<file path="src/rtl/sr_ctrl_pkg.sv">
// ----------------------------------------------------------------------------
// sr_ctrl_pkg : shared state encoding and defaults for the SR latch controller
// Revision    : 1.0
// ----------------------------------------------------------------------------
`default_nettype none

package sr_ctrl_pkg;

    localparam int DEF_PULSE_CYC  = 4;
    localparam int DEF_SETTLE_CYC = 8;

    typedef enum logic [1:0] {
        ST_IDLE   = 2'd0,
        ST_PULSE  = 2'd1,
        ST_VERIFY = 2'd2
    } state_t;

    // One spare bit above the largest load value so the down-counter never wraps.
    function automatic int cnt_width(input int a, input int b);
        int m;
        m = (a > b) ? a : b;
        return $clog2(m) + 1;
    endfunction

endpackage

`default_nettype wire

</file>
<file path="src/rtl/sync2.sv">
// ----------------------------------------------------------------------------
// sync2    : two-flop synchronizer for a single asynchronous input
// Revision : 1.0
// ----------------------------------------------------------------------------
`default_nettype none

module sync2 (
    input  logic clk,
    input  logic rst_n,
    input  logic d,
    output logic q
);

    logic meta;

    always_ff @(posedge clk or negedge rst_n) begin
        if (!rst_n) begin
            meta <= 1'b0;
            q    <= 1'b0;
        end else begin
            meta <= d;
            q    <= meta;
        end
    end

endmodule

`default_nettype wire

</file>
<file path="src/rtl/sr_latch_ctrl.sv">
// ----------------------------------------------------------------------------
// sr_latch_ctrl : pulses S/R of an external NOR latch and confirms via feedback
// Revision      : 1.0
// ----------------------------------------------------------------------------
`default_nettype none

module sr_latch_ctrl
    import sr_ctrl_pkg::*;
#(
    parameter int PULSE_CYC  = DEF_PULSE_CYC,
    parameter int SETTLE_CYC = DEF_SETTLE_CYC
) (
    input  logic clk,
    input  logic rst_n,
    input  logic cmd_valid,
    input  logic cmd_set,
    output logic cmd_ready,
    output logic s,
    output logic r,
    input  logic q_fb,
    input  logic qb_fb,
    output logic done,
    output logic err,
    output logic q_state
);

    localparam int              CNT_W       = cnt_width(PULSE_CYC, SETTLE_CYC);
    localparam logic [CNT_W-1:0] PULSE_LOAD  = CNT_W'(PULSE_CYC - 1);
    localparam logic [CNT_W-1:0] SETTLE_LOAD = CNT_W'(SETTLE_CYC - 1);
    localparam logic [CNT_W-1:0] CNT_ONE     = CNT_W'(1);

    state_t           state;
    logic             cap;
    logic [CNT_W-1:0] cnt;
    logic             q_sync;
    logic             qb_sync;
    logic             match;

    sync2 u_sync_q (
        .clk   (clk),
        .rst_n (rst_n),
        .d     (q_fb),
        .q     (q_sync)
    );

    sync2 u_sync_qb (
        .clk   (clk),
        .rst_n (rst_n),
        .d     (qb_fb),
        .q     (qb_sync)
    );

    assign q_state = q_sync;

    // Both rails must agree; an illegal q=qb pair never counts as confirmed.
    assign match = (q_sync == cap) && (qb_sync == ~cap);

    always_ff @(posedge clk or negedge rst_n) begin
        if (!rst_n) begin
            state     <= ST_IDLE;
            cap       <= 1'b0;
            cnt       <= '0;
            s         <= 1'b0;
            r         <= 1'b0;
            done      <= 1'b0;
            err       <= 1'b0;
            cmd_ready <= 1'b1;
        end else begin
            done <= 1'b0;
            err  <= 1'b0;
            case (state)
                ST_IDLE: begin
                    if (cmd_valid) begin
                        cap       <= cmd_set;
                        s         <= cmd_set;
                        r         <= ~cmd_set;
                        cnt       <= PULSE_LOAD;
                        cmd_ready <= 1'b0;
                        state     <= ST_PULSE;
                    end
                end
                ST_PULSE: begin
                    if (cnt == '0) begin
                        s     <= 1'b0;
                        r     <= 1'b0;
                        cnt   <= SETTLE_LOAD;
                        state <= ST_VERIFY;
                    end else begin
                        cnt <= cnt - CNT_ONE;
                    end
                end
                ST_VERIFY: begin
                    if (match) begin
                        done      <= 1'b1;
                        cmd_ready <= 1'b1;
                        cnt       <= '0;
                        state     <= ST_IDLE;
                    end else if (cnt == '0) begin
                        err       <= 1'b1;
                        cmd_ready <= 1'b1;
                        state     <= ST_IDLE;
                    end else begin
                        cnt <= cnt - CNT_ONE;
                    end
                end
                default: begin
                    s         <= 1'b0;
                    r         <= 1'b0;
                    cnt       <= '0;
                    cmd_ready <= 1'b1;
                    state     <= ST_IDLE;
                end
            endcase
        end
    end

endmodule

`default_nettype wire

</file>
<file path="config.mk">
export PLATFORM = sky130hd
export DESIGN_NAME = sr_latch_ctrl
export DESIGN_NICKNAME = d
export VERILOG_FILES = /design/src/rtl/sr_ctrl_pkg.sv /design/src/rtl/sync2.sv /design/src/rtl/sr_latch_ctrl.sv
export SDC_FILE = /design/constraint.sdc
export NUM_CORES = 1
export LEC_CHECK = 0
export ABC_AREA = 1
export CAP_MARGIN = 30
export CORE_ASPECT_RATIO = 1.1
export CORE_UTILIZATION = 53
export CTS_BUF_LIST = sky130_fd_sc_hd__clkbuf_4 sky130_fd_sc_hd__clkbuf_8
export DETAILED_ROUTE_END_ITERATION = 7
export GPL_ROUTABILITY_DRIVEN = 0
export PLACE_DENSITY = 0.8
export SKIP_LAST_GASP = 1
export SYNTH_ARGS = -nofsm -noshare
export SYNTH_HDL_FRONTEND = slang
export SYNTH_SLANG_ARGS = --single-unit
export TNS_END_PERCENT = 20
</file>
<file path="constraint.sdc">
create_clock -name clk -period 1.6 [get_ports clk]
set_clock_uncertainty 0.2 [all_clocks]
set_input_delay 0.32 -clock clk [delete_from_list [all_inputs] [get_ports clk]]
set_output_delay 0.32 -clock clk [all_outputs]
set_load 0.05 [all_outputs]
</file>
# Word-level counts from Yosys, hierarchy flattened
# Index checks and enable logic that the tools add are counted.
[word_totals] regBits=16 latchBits=0 ramBits=0 rom_bits=0 in_bits=6 wordCells=57 mem_count=0
[op_classes] add_sub_neg=1 mul=0 div=0 n_lt_le_gt_ge=0 n_eq_ne=8 n_shift=0 n_mux=24 n_bitwise=4 n_reduce_logical=8
[op_table] op="4-bit 2-to-1 mux" n=4
[op_table] op="4-bit one-hot mux with 3 select lines" n=1
[op_table] op="1-bit 2-to-1 mux" n=11
[op_table] op="1-bit one-hot mux with 3 select lines" n=3
[op_table] op="3-bit AND reduction" n=3
[op_table] op="2-bit 2-to-1 mux" n=4
[op_table] op="3-bit inequality test (second input constant)" n=2
[op_table] op="2-bit one-hot mux with 3 select lines" n=1
[op_table] op="4-bit logical NOT" n=1
[op_table] op="2-bit inequality test (second input constant)" n=2
[op_table] op="1-bit inverter" n=4
[op_table] op="2-bit AND reduction" n=2
[op_table] op="4-bit by 1-bit subtractor with 4-bit output (second input constant)" n=1
[op_table] op="1-bit == test" n=2
[op_table] op="2-bit by 1-bit == test with 1-bit output (second input constant)" n=1
[op_table] op="2-bit == test (second input constant)" n=1
[op_table] op="2-bit logical NOT" n=1
[op_table] op="1-bit logical AND" n=1

# Longest topological paths before layout
# Gate-level depths: netlist (run 1).
[depth] ltp_word=5 depth_mapped=8

# Modules after synthesis
# Synthesis (run 1) repeated with hierarchy kept, for this count alone.
[hier_totals] hier_cells=91 hier_area_um2=785.8
[by_module_without_submodules] mod="sr_latch_ctrl" n_inst=1 cells_each=87 area_each_um2=685.7 seq_area_each_um2=301.5
[by_module_without_submodules] mod="sync2" n_inst=2 cells_each=2 area_each_um2=50.0 seq_area_each_um2=50.0

# Worst setup path before layout (run 1)
# No wires, ideal clock.
[synth_timing] path_type="reg-to-reg" start="reg u_sync_q.q" end="reg cnt[2]" setup_ps=65 arrival_ps=1215 slack_ps=120 stages_incl_launch_ff=7 n_path_buf=0 synth_period_minus_slack_ps=1480 cell_sequence="dfrtp_1 nand2_1 nand2_1 nand2_4 a21oi_2 nand3_1 nand2_1"
[synth_between] elab_chain_len=4 word_cells_on_any_way=6
[synth_rtl] item="start: declaration" line_no="sync2.sv:11" source="output logic q"
[synth_rtl] item="start signal: assignment" line_no="sync2.sv:22" source="q <= meta;"
[synth_rtl] item="1-bit == test (*)" line_no="sr_latch_ctrl.sv:56" source="assign match = (q_sync == cap) && (qb_sync == ~cap);"
[synth_rtl] item="1-bit logical AND (*)" line_no="sr_latch_ctrl.sv:56"
[synth_rtl] item="4-bit 2-to-1 mux or 3-bit inequality test (tied branches)"
[synth_rtl] item="4-bit one-hot mux with 3 select lines or 2-bit AND reduction (tied branches)"
[synth_rtl] item="end signal: assignment" line_no="sr_latch_ctrl.sv:89" source="cnt <= cnt - CNT_ONE;"
[synth_rtl] item="end signal: assignment" line_no="sr_latch_ctrl.sv:103" source="cnt <= cnt - CNT_ONE;"
[synth_rtl] item="end: declaration" line_no="sr_latch_ctrl.sv:34" source="logic [CNT_W-1:0] cnt;"
# Every way passes the cells marked *; elsewhere a longest branch is shown, timed or not.
# A chain may end at the register's enable or synchronous reset.

# Worst setup path after layout (run 1)
[layout_timing] start="reg cnt[0]" end="reg s"
[layout_between] elab_chain_len=3
[layout_rtl] item="4-bit logical NOT" line_no="sr_latch_ctrl.sv:83" source="if (cnt == '0) begin"
[layout_rtl] item="2-bit inequality test (no line)"
[layout_rtl] item="3-bit AND reduction (no line)"
[layout_rtl] item="end signal: assignment" line_no="sr_latch_ctrl.sv:75" source="s <= cmd_set;"
[layout_rtl] item="end: declaration" line_no="sr_latch_ctrl.sv:18" source="output logic s,"
# Every way passes these cells.

==> flow_summary.yaml, run 1 <==
power_and_ir_drop:
  power.leakage_nw: 0.5659
  power_frac_clock_pct: 13.6
  p_sw_share_pct: 44.49
  internal-power_mw: 1.108
  power_switching_mw: 0.8879
  peakVddDrop_uv: 1435
  power_density_nw_per_um2: 1977
  power_frac_comb_pct: 52.7
  p_seq_share_pct: 33.7
place:
  portBuffers: 11
  dp.cells: 121
  dp_hpwl_mm: 1.120
  dp_slack_ns: -0.05581
critical_path:
  r2r_end: "s"
  worst_r2r_path_depth: 7
  cpMaxStageDelayCell: "dfrtp_1"
  cp-start-kind: "register"
  regToRegStartpoint: "cnt[0]"
  crit_chain: "inv_1, ha_1, nand2_2, nand2_2, nand2_1, o21ai_1, nand2_1"
  endpoint_kind: "register"
  cpPeakStageDelay_ns: 0.41
  reg2reg_slack_ns: 0.07
  critical_path_class: "register to register"
  arrival_ns: 1.52
  crit_family: "flip-flops"
  crit_path_max_fanout: 4
  critPathBufInv: 1
  cp.required_ns: 1.58
  path_depth: 7
floorplanning:
  die_h_um: 41.64
  dieWidth_um: 38.04
  initial_core_util_pct: 60.44
  core.rowCount: 13
  ios: 12
  core_area_um2: 1252
  die-area_um2: 1584
logic_synthesis:
  yosys-top-cells-count: "nand2_1 (30), dfrtp_1 (15), inv_1 (14)"
  synth_top_area_share_pct: 49.59
  synthArstFlopShare_pct: 100.0
  syn_area_um2: 757.0
  synth_flop_cell: "dfrtp_1"
  syn-num-nets: 99
  yosysTopAreaCell: "dfrtp_1"
  synth_seq_area_share_pct: 53.06
  synth_edf_count: 0
  syn_inst: 92
  synthTopCellsByArea: "dfrtp_1 (50%), nand2_1 (15%), inv_1 (6.9%)"
  yosysUniqueCellTypes: 18
  syn_area_per_cell_um2: 8.228
  yosys_warnings: 0
  yosys_register_bits: 16
  yosysMostFrequentCell: "nand2_1"
outcome:
  outcome: "finished clean"
detailed_routing:
  wl_mm: 1.516
  ant_nets: 0
  avgRoutedWirePerCell_um: 12.13
  drc: 0
  viasPerCell: 5.248
  drt_pre_antenna_iters: 6
  dr_total_vias: 656
  first_iter_violations: 23
global_routing:
  grt-ovfl-total: 0
  grt_usage_pct: 22.13
  grt_max_degree: 17
  grt_pass1_wl_mm: 2.497
  grt_pass1_vias: 640
  antenna_found_initial: 0
timing:
  hold_slack_ns: 0.1339
  fin_tns_setup_ns: 0
  drv_slew: 0
  timing.fmax_mhz: 651.8
  rsz0062_at_grt: "no"
  period_needed_ns: 1.534
  setup_viol: 0
  period_share_pct: 95.89
  hold_violations: 0
  worst_pin_slew_ns: 0.2429
  finalWorstSetupSlack_ns: 0.06579
  maxSlewHeadroom_pct: 83.81
clocking:
  root_buffer: "clkbuf_4"
  cts_tree: "done"
  postCtsSetupRepairBufs: 0
  clkSinkCount: 16
  cts_buffer_depth: 2
  path_clk_slew_ns: 0.09
  htree_levels: 1
  clkLatencyLatePin_ns: 0.29
  postCtsHoldBufs: 0
  numCtsBuffers: 3
min_path:
  holdCritPathClass: "input pin to asynchronous set/reset pin"
finish:
  drive_gt1_share_pct: 22.73
  antenna_cells: 0
  final_cells: 125
  syn_to_final_growth_pct: 33.39
  final_nets: 118
job:
  maxCapViolCount: 0
through the flow:
stage          instance area, um^2  util [%]  total power [mW]
2_1_floorplan                757.0         -             1.318
3_3_place_gp                 968.4     77.32             1.661
3_5_place_dp                 968.4     77.32             1.689
4_1_cts                       1007     80.42             1.975
5_1_grt                       1010     80.62             2.122
6_report                      1010     80.62             1.996
what timing repair did:
action | 4_1_cts | 5_1_grt
pin swaps | 0 | 0
resized for setup | 2 | 1
endpoints found under the setup margin | 1 | 6
gates cloned | 0 | 0
worst max path at each step:
stage,from,end
6_report,cnt[0],s
3_5_place_dp,cmd_valid,s
5_1_grt,cnt[0],cnt[3]
2_1_floorplan,u_sync_q.q,cnt[2]
4_1_cts,cnt[0],s
3_3_place_gp,cmd_valid,s
worst register-to-register path, cell delays in order (launching register included):
cell and delay (ns):
dfrtp_1 0.41, inv_1 0.08, ha_1 0.20, nand2_2 0.11
nand2_2 0.11, nand2_1 0.09, o21ai_1 0.15, nand2_1 0.07
power by group through the flow:
stage                     Clock (mW)  Combinational [mW]  Sequential, mW
after floorplan                    0               0.552           0.766
after global placement             0               0.989           0.672
after detailed placement           0                1.01           0.677
after CTS                      0.271                1.04           0.669
after global routing           0.289                1.15           0.687
final                          0.271                1.05           0.673
placed cells by master (no fill, tap or decap), drive strengths merged:
| cell type | instances |
|---|---|
| clkbuf | 4 |
| nand4 | 1 |
| inv | 15 |
| a21oi | 3 |
| clkdlybuf4s50 | 5 |
| buf | 9 |
| dfstp | 1 |
| a31oi | 2 |
| xor2 | 1 |
| nand2 | 35 |
| dfrtp | 15 |
| o21ai | 4 |
| nand3 | 7 |
| ha | 1 |
| nor2 | 7 |
cell families (layout without fill, tap and decap cells):
logic type      count (synthesis)  after routing  share of synthesized area (%)
buf+inv                        15             33                          7.437
fa+ha+maj                       1              1                          1.653
flops                          16             16                          53.06
simple gates                   50             50                          29.92
xor+xnor                        1              1                          1.157
compound gates                  9              9                          6.776
cell type report:
type / instances / area [um^2]
clock buffers: 4 / 36.28
fillers: 71 / 242.7
inverters: 15 / 56.30
multi-input cells: 61 / 304.0
flip-flops and latches: 16 / 401.6
well taps: 15 / 18.77
repair buffers: 14 / 192.7
per-layer routing:
layer,track usage (%),up-vias,part of all wire (%)
li1,-,321,-
met1,23.55,305,42
met2,38.98,27,52
met3,4.278,3,4.5
met4,11.43,0,1.5
met5,0,-,0
flip-flops by register name, indices dropped and copies added (netlist names):
| signal | count |
|---|---|
| cap | 1 |
| cmd_ready | 1 |
| cnt | 4 |
| done | 1 |
| err | 1 |
| r | 1 |
| s | 1 |
| state | 2 |
| u_sync_q.meta | 1 |
| u_sync_q.q | 1 |
| u_sync_qb.meta | 1 |
| u_sync_qb.q | 1 |
Note: power is estimated with default switching activity, not from simulation.
==> run 2: changes to the inputs <==
--- a/config.mk
+++ b/config.mk
@@ -8,11 +8,11 @@
 export ABC_AREA = 1
 export CAP_MARGIN = 30
 export CORE_ASPECT_RATIO = 1.1
-export CORE_UTILIZATION = 53
+export CORE_UTILIZATION = 48
 export CTS_BUF_LIST = sky130_fd_sc_hd__clkbuf_4 sky130_fd_sc_hd__clkbuf_8
 export DETAILED_ROUTE_END_ITERATION = 7
 export GPL_ROUTABILITY_DRIVEN = 0
-export PLACE_DENSITY = 0.8
+export PLACE_DENSITY = 0.76
 export SKIP_LAST_GASP = 1
 export SYNTH_ARGS = -nofsm -noshare
 export SYNTH_HDL_FRONTEND = slang
==> constraint.sdc (replaced) <==
create_clock -name clk -period 1.27 [get_ports clk]
set_clock_uncertainty 0.2 [all_clocks]
set_input_delay 0.254 -clock clk [delete_from_list [all_inputs] [get_ports clk]]
set_output_delay 0.254 -clock clk [all_outputs]
set_load 0.05 [all_outputs]
==> flow_summary.yaml, run 2 (same netlist as run 1, synthesis figures left out) <==
timing:
  timing.fmax_mhz: 686.4
  fin_tns_setup_ns: -1.692
  finalWorstSetupSlack_ns: -0.1868
  period_share_pct: 114.7
  drv_slew: 0
  period_needed_ns: 1.457
  hold_slack_ns: 0.08471
  worst_pin_slew_ns: 0.2775
  setup_viol: 17
  hold_violations: 0
  maxSlewHeadroom_pct: 81.43
  rsz0062_at_grt: "yes"
finish:
  antenna_cells: 0
  drive_gt1_share_pct: 39.52
  largestRegisters: "cnt x4, state x2"
  final_common_cell: "nand2_1"
  final_area_um2: 1187
  layout_common_cells: "nand2_1 (24), buf_4 (15), dfrtp_1 (14), inv_1 (12)"
  final_nets: 132
  final_cells: 140
  largest-register: "cnt"
  largest_reg_flops: 4
  fillers: 88
  finalCoreUtilization_pct: 83.69
  syn_to_final_growth_pct: 56.86
clocking:
  clkLatencyLatePin_ns: 0.29
  cts_buffer_depth: 2
  postCtsHoldBufs: 0
  htree_levels: 1
  root_buffer: "clkbuf_4"
  numCtsBuffers: 3
  cts_tree: "done"
  clkSinkCount: 16
  path_clk_slew_ns: 0.10
power_and_ir_drop:
  fin_total_pwr_mw: 2.985
  power_density_nw_per_um2: 2514
  peakVddDrop_uv: 1853
  power.leakage_nw: 0.6447
detailed_routing:
  avgRoutedWirePerCell_um: 12.96
  ant_nets: 0
  wl_mm: 1.814
  viasPerCell: 5.236
  dr_total_vias: 733
  drc: 0
  first_iter_violations: 21
  drt_pre_antenna_iters: 4
place:
  place_area_um2: 1104
  portBuffers: 11
  dp.cells: 133
  dp_hpwl_mm: 1.234
  dp_slack_ns: -0.2757
critical_path:
  cp-start-kind: "register"
  arrival_ns: 1.00
  critPathBufInv: 1
  cp.required_ns: 0.82
  crit_chain: "buf_12"
  regToRegStartpoint: "cnt[0]"
  cpMaxStageDelayCell: "dfstp_2"
  crit_family: "flip-flops"
  cpPeakStageDelay_ns: 0.57
  crit_path_max_fanout: 2
  critical_path_class: "register to output port"
  crit_path_start: "cmd_ready"
  endpoint_kind: "output port"
global_routing:
  grt_max_degree: 17
  grt_pass1_wl_mm: 2.904
  grt_pass1_vias: 748
  antenna_found_initial: 0
  grt_usage_pct: 25.08
  grt-ovfl-total: 0
floorplanning:
  core_area_um2: 1419
  ios: 12
  initial_core_util_pct: 53.35
  core.rowCount: 14
  die-area_um2: 1740
  dieWidth_um: 39.87
  die_h_um: 43.65
job:
  maxCapViolCount: 0
outcome:
  outcome: "finished, violations left"
  violations: "negative setup slack"
min_path:
  holdCritPathClass: "input pin to asynchronous set/reset pin"
-- run 2: cell types whose count changed in the layout (fill, tap and decap cells not counted), moves of 2 or more --
cell,before,now
nand2_2,5,7
inv_2,1,3
nand2_4,2,4
inv_1,14,12
nand2_1,28,24
buf_4,3,15
-- run 2: worst paths after layout --
path                       slack [ns]  cells after the start         end
max                             -0.19                      1   cmd_ready
min                              0.08                      2      cnt[3]
max reg2reg                     -0.14                      8      cnt[3]
min reg2reg                      0.16                      0  u_sync_q.q
max in group asynchronous        0.58                      2   cmd_ready
min in group clk                 0.16                      0  u_sync_q.q
-- run 2: routing by layer --
| metal | vias to the layer above | track usage [%] | part of all wire [%] |
|---|---|---|---|
| li1 | 354 | - | - |
| met1 | 341 | 28.87 | 39 |
| met2 | 29 | 40.32 | 53 |
| met3 | 9 | 6.154 | 5.0 |
| met4 | 0 | 15.17 | 3.4 |
| met5 | - | 0 | 0 |
-- run 2: where the power goes --
| group | internal, mW | switching, mW |
|---|---|---|
| Clock | 0.175 | 0.169 |
| Combinational | 0.823 | 0.998 |
| Sequential | 0.683 | 0.137 |
-- run 2: area by class of cell --
class	instances	area, um^2	share of cell area, %
Clock buffer	4	36.28	3.056
Inverter	15	56.30	4.742
Multi-Input combinational cell	61	357.8	30.14
Sequential cell	16	402.9	33.93
Tap cell	16	20.02	1.686
Timing Repair Buffer	28	314.1	26.45
-- run 2: repair_timing --
item	in CTS	in global routing
gates resized for setup	5	3
endpoints found under the setup margin	16	17
gates cloned	0	0
buffers inserted	3	0
pin swaps	1	2
==> run 3: changes to the inputs <==
--- a/config.mk
+++ b/config.mk
@@ -7,12 +7,14 @@
 export LEC_CHECK = 0
 export ABC_AREA = 1
 export CAP_MARGIN = 30
+export CELL_PAD_IN_SITES_DETAIL_PLACEMENT = 1
+export CELL_PAD_IN_SITES_GLOBAL_PLACEMENT = 1
 export CORE_ASPECT_RATIO = 1.1
-export CORE_UTILIZATION = 48
+export CORE_UTILIZATION = 36
 export CTS_BUF_LIST = sky130_fd_sc_hd__clkbuf_4 sky130_fd_sc_hd__clkbuf_8
 export DETAILED_ROUTE_END_ITERATION = 7
 export GPL_ROUTABILITY_DRIVEN = 0
-export PLACE_DENSITY = 0.76
+export PLACE_DENSITY = 0.77
 export SKIP_LAST_GASP = 1
 export SYNTH_ARGS = -nofsm -noshare
 export SYNTH_HDL_FRONTEND = slang
==> flow_summary.yaml, run 3 (same netlist as run 1, synthesis figures left out) <==
timing:
  worst_pin_slew_ns: 0.2763
  hold_slack_ns: 0.1245
  finalWorstSetupSlack_ns: -0.1845
  maxSlewHeadroom_pct: 81.51
  setup_viol: 17
  rsz0062_at_grt: "yes"
  timing.fmax_mhz: 687.5
  period_needed_ns: 1.454
  period_share_pct: 114.5
  hold_violations: 0
  drv_slew: 0
critical_path:
  endpoint_kind: "output port"
  cpPeakStageDelay_ns: 0.57
  crit_chain: "buf_12"
  critPathBufInv: 1
  cp-start-kind: "register"
  arrival_ns: 1.00
  critical_path_class: "register to output port"
  regToRegStartpoint: "cnt[0]"
  crit_family: "flip-flops"
  cpMaxStageDelayCell: "dfstp_2"
  worst_r2r_path_depth: 8
  r2r_end: "cnt[3]"
  crit_path_max_fanout: 2
  cp.required_ns: 0.82
  reg2reg_slack_ns: -0.14
place:
  dp_hpwl_mm: 1.475
  portBuffers: 11
clocking:
  root_buffer: "clkbuf_4"
  cts_tree: "done"
  numCtsBuffers: 3
  postCtsHoldBufs: 0
  clkSinkCount: 16
  htree_levels: 1
  cts_buffer_depth: 2
  clkLatencyLatePin_ns: 0.29
  path_clk_slew_ns: 0.10
finish:
  final_common_cell: "nand2_1"
  largest_reg_flops: 4
  largestRegisters: "cnt x4, state x2"
  finalCoreUtilization_pct: 61.70
  largest-register: "cnt"
  drive_gt1_share_pct: 41.73
  layout_common_cells: "nand2_1 (25), buf_4 (18), dfrtp_1 (14), inv_1 (11)"
  syn_to_final_growth_pct: 62.97
  fillers: 246
  final_nets: 135
  antenna_cells: 0
outcome:
  outcome: "finished, violations left"
  violations: "negative setup slack"
global_routing:
  grt_pass1_vias: 760
  grt_pass1_wl_mm: 3.325
  grt-ovfl-total: 0
  antenna_found_initial: 0
  grt_max_degree: 10
  grt_usage_pct: 20.41
detailed_routing:
  wl_mm: 1.968
  ant_nets: 0
  viasPerCell: 4.626
  drc: 0
  avgRoutedWirePerCell_um: 12.70
  dr_total_vias: 717
  drt_pre_antenna_iters: 3
  first_iter_violations: 4
floorplanning:
  initial_core_util_pct: 37.86
  die_h_um: 50.10
  core_area_um2: 1999
  die-area_um2: 2290
  ios: 12
  core.rowCount: 17
  dieWidth_um: 45.72
power_and_ir_drop:
  peakVddDrop_uv: 1686
  power.leakage_nw: 0.6615
  power_density_nw_per_um2: 2516
min_path:
  holdCritPathClass: "input pin to asynchronous set/reset pin"
job:
  maxCapViolCount: 0
[run 3: stage by stage]
stage / total power [mW] / cells / cell area [um^2] / setup WS [ns] / setup TNS [ns]
3_3_place_gp: 2.434 / 146 / 1114 / -0.2159 / -1.506
2_1_floorplan: 1.791 / 92 / 795.8 / -0.05531 / -0.3549
5_1_grt: 3.305 / 155 / 1234 / -0.2417 / -2.773
3_5_place_dp: 2.508 / 146 / 1114 / -0.2572 / -1.853
4_1_cts: 3.087 / 155 / 1220 / -0.1924 / -1.757
6_report: 3.104 / 155 / 1234 / -0.1845 / -1.639
[run 3: worst max-delay path by stage]
stage                    start         to  slack [ns]  depth (start not counted)
finish               cmd_ready  cmd_ready       -0.18                          1
global route        u_sync_q.q     cnt[3]       -0.24                          8
CTS                  cmd_ready  cmd_ready       -0.19                          1
detailed placement   cmd_valid     cnt[2]       -0.26                          7
global placement     cmd_valid          r       -0.22                          6
floorplan           u_sync_q.q  cmd_ready       -0.06                          7
[run 3: area by class of cell]
| cell class | instances | area, um^2 | share of cell area, % |
|---|---|---|---|
| repair buffers | 31 | 327.8 | 26.57 |
| flip-flops and latches | 16 | 402.9 | 32.66 |
| clock buffers | 4 | 36.28 | 2.941 |
| multi-input cells | 61 | 375.4 | 30.43 |
| well taps | 28 | 35.03 | 2.840 |
| inverters | 15 | 56.30 | 4.564 |
[run 3: what timing repair did]
action,CTS,global route
gates resized for setup,8,5
setup buffers,5,0
pin swaps,3,2
endpoints found under the setup margin,17,17
[run 3: power breakdown]
part	switching, mW	internal (mW)	leakage (nW)
sequential	0.143	0.683	0.197
combinational	1.05	0.889	0.443
clock	0.169	0.175	0.0210
[run 3: metal layers]
metal	global-route usage (%)	share of wire [%]	wire, um	vias up
li1	-	-	-	355
met1	23.72	42	823	347
met2	36.19	55	1076	11
met3	3.297	2.0	40	4
met4	7.353	1.4	27	0
met5	0	0	0	-
